**config.mk**
```make
export PLATFORM = sky130hd
export DESIGN_NAME = req_arbiter4
export DESIGN_NICKNAME = d
export VERILOG_FILES = /design/src/rtl/req_arbiter4.sv
export SDC_FILE = /design/constraint.sdc
export NUM_CORES = 1
export LEC_CHECK = 0
export BUFFER_PORTS_ARGS = -buffer_cell sky130_fd_sc_hd__buf_2
export CAP_MARGIN = 5
export CORE_MARGIN = 2
export CORE_UTILIZATION = 54
export DETAILED_ROUTE_END_ITERATION = 8
export PLACE_DENSITY = 0.86
export SYNTH_ARGS = -nofsm -noshare
export SYNTH_HDL_FRONTEND = slang
export SYNTH_SLANG_ARGS = --single-unit
```
**constraint.sdc**
```tcl
create_clock -name clk -period 2.31 [get_ports clk]
set_input_delay 0.231 -clock clk [delete_from_list [all_inputs] [get_ports clk]]
set_output_delay 0.231 -clock clk [all_outputs]
set_load 0.03 [all_outputs]
```
**src/rtl/req_arbiter4.sv**
```systemverilog
// Four-requester arbiter with fixed or round-robin selection and a hold limit.
// A grant is dropped when the owner finishes or leaves, or when it holds too long while others wait.
module req_arbiter4 #(
    parameter int unsigned RR_EN    = 1,
    parameter int unsigned MAX_HOLD = 8
) (
    input  logic       clk,
    input  logic       rst_n,
    input  logic [3:0] req,
    input  logic       done,
    output logic [3:0] gnt,
    output logic [1:0] gnt_id,
    output logic       busy,
    output logic       timeout
);

    localparam int unsigned N  = 4;
    localparam int unsigned CW = 8;
    localparam logic [CW-1:0] HOLD_LAST = CW'(MAX_HOLD - 1);

    typedef enum logic {
        IDLE,
        OWN
    } state_t;

    state_t          state;
    logic [CW-1:0]   cnt;
    logic [1:0]      last;

    logic [1:0]      win_id_c;
    logic [1:0]      idx_c;
    logic            owner_req_c;
    logic            others_c;
    logic            hold_hit_c;
    logic            release_c;

    // Winner select; later loop iterations override, so the first-priority candidate is visited last.
    always_comb begin
        win_id_c = '0;
        idx_c    = '0;
        if (RR_EN != 0) begin
            for (int k = N; k >= 1; k--) begin
                idx_c = last - 2'(k);
                if (req[idx_c]) begin
                    win_id_c = idx_c;
                end
            end
        end else begin
            for (int i = 0; i < N; i++) begin
                if (req[i]) begin
                    win_id_c = 2'(i);
                end
            end
        end
    end

    always_comb begin
        owner_req_c = req[gnt_id];
        others_c    = |(req & ~gnt);
        hold_hit_c  = (cnt == HOLD_LAST) && others_c;
        release_c   = done || !owner_req_c || hold_hit_c;
    end

    always_ff @(posedge clk) begin
        if (!rst_n) begin
            state   <= IDLE;
            gnt     <= '0;
            gnt_id  <= '0;
            busy    <= 1'b0;
            timeout <= 1'b0;
            cnt     <= '0;
            last    <= '0;
        end else begin
            case (state)
                IDLE: begin
                    timeout <= 1'b0;
                    if (|req) begin
                        state  <= OWN;
                        gnt    <= 4'b0001 << win_id_c;
                        gnt_id <= win_id_c;
                        busy   <= 1'b1;
                        last   <= win_id_c;
                        cnt    <= '0;
                    end
                end
                OWN: begin
                    if (release_c) begin
                        state   <= IDLE;
                        gnt     <= '0;
                        gnt_id  <= '0;
                        busy    <= 1'b0;
                        // Only a pure hold-limit release is flagged.
                        timeout <= hold_hit_c && !done && owner_req_c;
                    end else if (cnt != HOLD_LAST) begin
                        cnt <= cnt + CW'(1);
                    end
                end
                default: begin
                    state <= IDLE;
                end
            endcase
        end
    end

endmodule
```
## After elaboration in Yosys (flattened, before gate mapping)

Cells that the tools add are included.
W data, S select, Z words.

- Add/subtract/negate cells: 4
- Magnitude comparators: 5
- Equal/unequal tests: 6
- Shift-type cells: 1
- Muxes and demuxes: 32
- Bitwise gates (word level): 3
- Reductions and logical operators: 12

Operators with widths:

| operator | number |
|---|---|
| $mux W8 | 3 |
| $pmux W8 S2 | 1 |
| $lt A2 B3 Y1 const B | 5 |
| $mux W2 | 6 |
| $bmux W1 S2 | 5 |
| $mux W1 | 10 |
| $add A8 B1 Y8 const B | 1 |
| $eq A8 B3 Y1 const B | 1 |
| $mux W4 | 2 |
| $ne A8 B3 Y1 const B | 1 |
| $pmux W4 S2 | 1 |
| $reduce_or A4 Y1 | 2 |
| $pmux W1 S2 | 3 |
| $and A4 B4 Y4 | 1 |
| $ne A2 B1 Y1 const B | 2 |
| $ne A2 B2 Y1 const B | 2 |
| $not A4 Y4 | 1 |
| $pmux W2 S2 | 1 |
| $reduce_and A2 Y1 | 2 |
| $shl A1 B2 Y4 const A | 1 |
| $sub A2 B2 Y2 const B | 2 |
| $logic_and A1 B1 Y1 | 3 |
| $reduce_and A3 Y1 | 1 |
| $logic_not A1 Y1 | 2 |
| 3 further kinds | 4 |

- Flip-flop bits (word level): 19
- Logic and storage cells: 70

## Logic depth before layout (Yosys ltp)

- Depth after elaboration: 9
- Depth in mapped cells: 6

## Worst setup path after synthesis

OpenSTA, ideal clock, no wires.

- Path type: register to register
- Start point: reg gnt_id[0]
- End point: reg gnt[3]
- Library setup time: 0.134 ns
- Data arrival time: 1.497 ns
- Path slack: 0.679 ns
- Stages on the path, launching flop included: 6
- Buffers on the path: 0
- Period minus slack after synthesis: 1.631 ns
- Cell sequence: dfxtp_1 -> mux2i_1 -> o22ai_4 -> o21ai_2 -> a21boi_4 -> o32ai_1

- Longest elaborated chain between the ends: 7

RTL lines:

| what | RTL line | text |
|---|---|---|
| from (decl) | 12 | `output logic [1:0] gnt_id,` |
| from (signal assigned) | 80 | `gnt_id <= win_id_c;` |
| $bmux W1 S2 | 58 | `owner_req_c = req[gnt_id];` |
| $mux W1 (not written as such) | 58 |  |
| $logic_not A1 Y1 | 61 | `release_c = done \|\| !owner_req_c \|\| hold_hit_c;` |
| $logic_or A1 B1 Y1 (2 in series) | 61 |  |
| $ne A2 B1 Y1 (no line) | - |  |
| $reduce_and A2 Y1 (no line) | - |  |
| to (signal assigned) | 79 | `gnt <= 4'b0001 << win_id_c;` |
| to (decl) | 11 | `output logic [3:0] gnt,` |

Every way passes these cells. The select of a mux whose other input is x is not followed.
A chain may end at the register's enable or synchronous reset.

## Worst setup path after layout

- Start point: reg cnt[0]
- End point: reg gnt_id[1]

- Longest elaborated chain between the ends: 5

RTL lines:

| what | RTL line | text |
|---|---|---|
| from (decl) | 27 | `logic [CW-1:0] cnt;` |
| from (signal assigned) | 95 | `cnt <= cnt + CW'(1);` |
| $eq A8 B3 Y1 | 60 | `hold_hit_c = (cnt == HOLD_LAST) && others_c;` |
| $logic_and A1 B1 Y1 | 60 |  |
| $logic_or A1 B1 Y1 | 61 |  |
| $ne A2 B1 Y1 (no line) | - |  |
| $reduce_and A2 Y1 (no line) | - |  |

Every way passes these cells.

==> impl_metrics.toml <==
[hold_path]
hold_class = "in -> reg"

[job]
drv.max_cap_violation_count = 0

[yosys]
synthMostInstantiatedCell = "sky130_fd_sc_hd__dfxtp_1"
main_combinational_cell_family_by_area_after_synthesis = "simple AND/OR/NAND/NOR gates"
yosys.area_share.adder_pct = 1.258
synth-seq-cells = 19
post_synth_and_or_nand_nor_area_fraction_pct = 27.42
synth_nets = 114
synth_compound_area_share_pct = 21.26
per_instance_average_area_after_synthesis_um2 = 9.384
synth_area_leader_cell = "sky130_fd_sc_hd__dfxtp_1"
netlist_top_cells_count = "sky130_fd_sc_hd__dfxtp_1 (19), sky130_fd_sc_hd__nand2_1 (12), sky130_fd_sc_hd__nor2_1 (12), sky130_fd_sc_hd__and3_1 (6), sky130_fd_sc_hd__xor2_1 (6)"
post_synth_mux_area_share_pct = 3.522
ys_seq_area_share_pct = 38.24
synth.distinct_cells = 37
yosysWarningCount = 0
syn_area_um2 = 994.7
synthXorXnorAreaFrac_pct = 5.283
post_synth_inst_count = 106
synth.area.top_cells = "sky130_fd_sc_hd__dfxtp_1 (38%), sky130_fd_sc_hd__xor2_1 (5.3%), sky130_fd_sc_hd__nand2_1 (4.5%)"
synth-async-reset-ratio_pct = 0
synth_edf_count = 0
ys_dominant_reg_cell = "sky130_fd_sc_hd__dfxtp_1"
synthDominantCellAreaShare_pct = 38.24

[clock_tree]
clk_lat_worst_skew_ps = 300
ctsResizeCount = 0
post-cts-setup-buffers = 0
cts.reportedPaths.clkPinSlew_ps = 100
cts_hold_buffers = 0
clock_tree_from_tritoncts = "built"
clock_tree.buffer_depth = 2
cts.sink_count = 19
ctsHtreeMaxLevel = 1
cts_inserted_buffers = 3
clock-root-buffer = "sky130_fd_sc_hd__clkbuf_4"

[route]
ant_nets = 0
drt_first_pass_iters = 4
detailroute.via_count = 831
remaining_drc_errors = 0
drt_wl_total_mm = 1.988
avgViaCountPerCell = 5.692
post_drt_wl_per_cell_um = 13.62
initialDrtViolationCount = 25

[layout]
area_growth_syn_to_layout_pct = 10.94
fillers = 159
instances_no_fill = 146
total_inserted_antenna_cells = 0
final-seq-area_um2 = 380.4
layout.nets = 130
fin_util_pct = 63.91
ratio_of_cells_with_drive_above_1_in_the_final_layout_pct = 23.97
layout.cell_area.non_filler_um2 = 1104
area_of_combinational_cells_with_multiple_inputs_um2 = 584.3

[die]
initial_core_utilization_pct = 57.61
core_footprint_um2 = 1727
die_y_um = 46.92
die_w_um = 46.92
rows = 15
die_area_um2 = 2201
top_level_ports = 15

[power]
leakagePower_nw = 0.4315
power_switching_mw = 0.2030
comb_power_share_pct = 20.3
clock_power_share_pct = 24.9
power_density_over_the_cells_nw_per_um2 = 602.9
vdd.ir_drop.worst_mv = 0.3786
fin_total_pwr_mw = 0.6653
power_report.internal_total_mw = 0.4623
power_switching_share_pct = 30.51
seq_power_share_pct = 54.7

[worst_setup_path]
critical-path-max-stage-delay_ps = 390
worst_setup_path_end_kind = "flip-flop"
worstPathBufferInverterCount = 0
crit_slowest_cell = "sky130_fd_sc_hd__dfxtp_1"
critical_setup_path_class = "reg -> reg"
critical_path_peak_fanout = 7
path_delay_family = "compound AO/OA/AOI/OAI gates"
critical_path.startpoint_type = "flip-flop"
path_cells = "ha_1, nor4b_2, nand3_1, o21ai_2, a21boi_4, o32ai_1"
critical_path_required_ps = 2490
worstPathArrival_ps = 2120

[timing]
finalCritPeriodShare_pct = 83.97
slew-limit-headroom_pct = 67.69
final-hold-violation-count = 0
final_count_of_negative_setup_slack_endpoints = 0
worst_slack_ps = 370.2
finalSetupTns_ps = 0
timing.final.max_slew_violations = 0
fmax_mhz = 515.5
worst-slew-pin-transition_ps = 483.7
finClkSkew_ps = 4.223
final.hold.worst_slack_ps = 265.3
unrepaired_setup_endpoints_after_global_routing = "no"
shortest_clock_period_the_worst_path_allows_after_layout_ps = 1940

[global_route]
grt_first_pass_wirelength_mm = 3.077
track_usage_pct = 20.44
total_global_routing_overflow = 0
first_global_vias = 693
maximum_number_of_pins_on_one_net_before_global_route_repair = 14
antenna_found_initial = 0

[placement]
dpl_worst_slack_ps = 450.4
routabilityCongestion = 0.8658
placed_inst_area_um2 = 1077
post-place-cells = 142
numPortBuffers = 14
place.detailed.hpwl_mm = 1.471

[status]
run_status = "finished clean"
[registers in the layout, indices dropped and copies added, names as in the netlist]
signal / flops
last: 2
timeout: 1
state: 1
gnt_id: 2
cnt: 8
gnt: 4
busy: 1
[cell families after synthesis]
kind of cell / Yosys count
and+or+nand+nor: 49
AOI/OAI and AO/OA: 22
DFF: 19
xor gates and xnor gates: 6
buffers and inverters: 6
muxes: 3
adders and majority gates: 1
[worst reg2reg max path, cell delays in order, from the launching register on]
cell and delay, ps:
sky130_fd_sc_hd__dfxtp_1 390, sky130_fd_sc_hd__ha_1 240, sky130_fd_sc_hd__nor4b_2 250, sky130_fd_sc_hd__nand3_1 240, sky130_fd_sc_hd__o21ai_2 220, sky130_fd_sc_hd__a21boi_4 320
sky130_fd_sc_hd__o32ai_1 160
[final cells by class]
cell class | count | share of cell area [%]
Tap cell | 25 | 2.834
Timing Repair Buffer | 14 | 6.349
Sequential cell | 19 | 34.47
Clock buffer | 4 | 2.381
Inverter | 3 | 1.020
Multi-Input combinational cell | 81 | 52.95
[metal layers]
layer	track usage [%]	wire length, µm	share of wire (%)
met2	28.22	895	45
met1	29.15	959	48
met3	4.615	89	4.5
met4	11.67	43	2.2
met5	0	0	0
[final timing paths]
kind	to	startpoint	slack [ps]	cells past startpoint
min reg2reg	busy	busy	460	2
max	gnt_id[1]	cnt[0]	370	6
min	cnt[0]	rst_n	270	2
max reg2reg	gnt_id[1]	cnt[0]	370	6
[power groups by stage]
| stage | Combinational [mW] | Clock, mW | Sequential (mW) |
|---|---|---|---|
| 6_report | 0.135 | 0.166 | 0.364 |
| 5_1_grt | 0.146 | 0.182 | 0.367 |
| 4_1_cts | 0.135 | 0.169 | 0.364 |
| 3_5_place_dp | 0.135 | 0 | 0.371 |
| 3_3_place_gp | 0.132 | 0 | 0.370 |
| 2_1_floorplan | 0.0853 | 0 | 0.386 |
[cell usage in the layout, fill, tap and decap left out, drive strengths merged, types with 2 or more instances in the layout]
cell type and count:
clkbuf 4, nand3 4, nor2 12, buf 14, o32ai 2, nand4 4, mux2i 2, o21a 2
nor2b 3, inv 2, o22ai 6, xor2 6, nand2 13, and3 6, dfxtp 19, a21oi 4
Power figures use the tool's default switching activity.
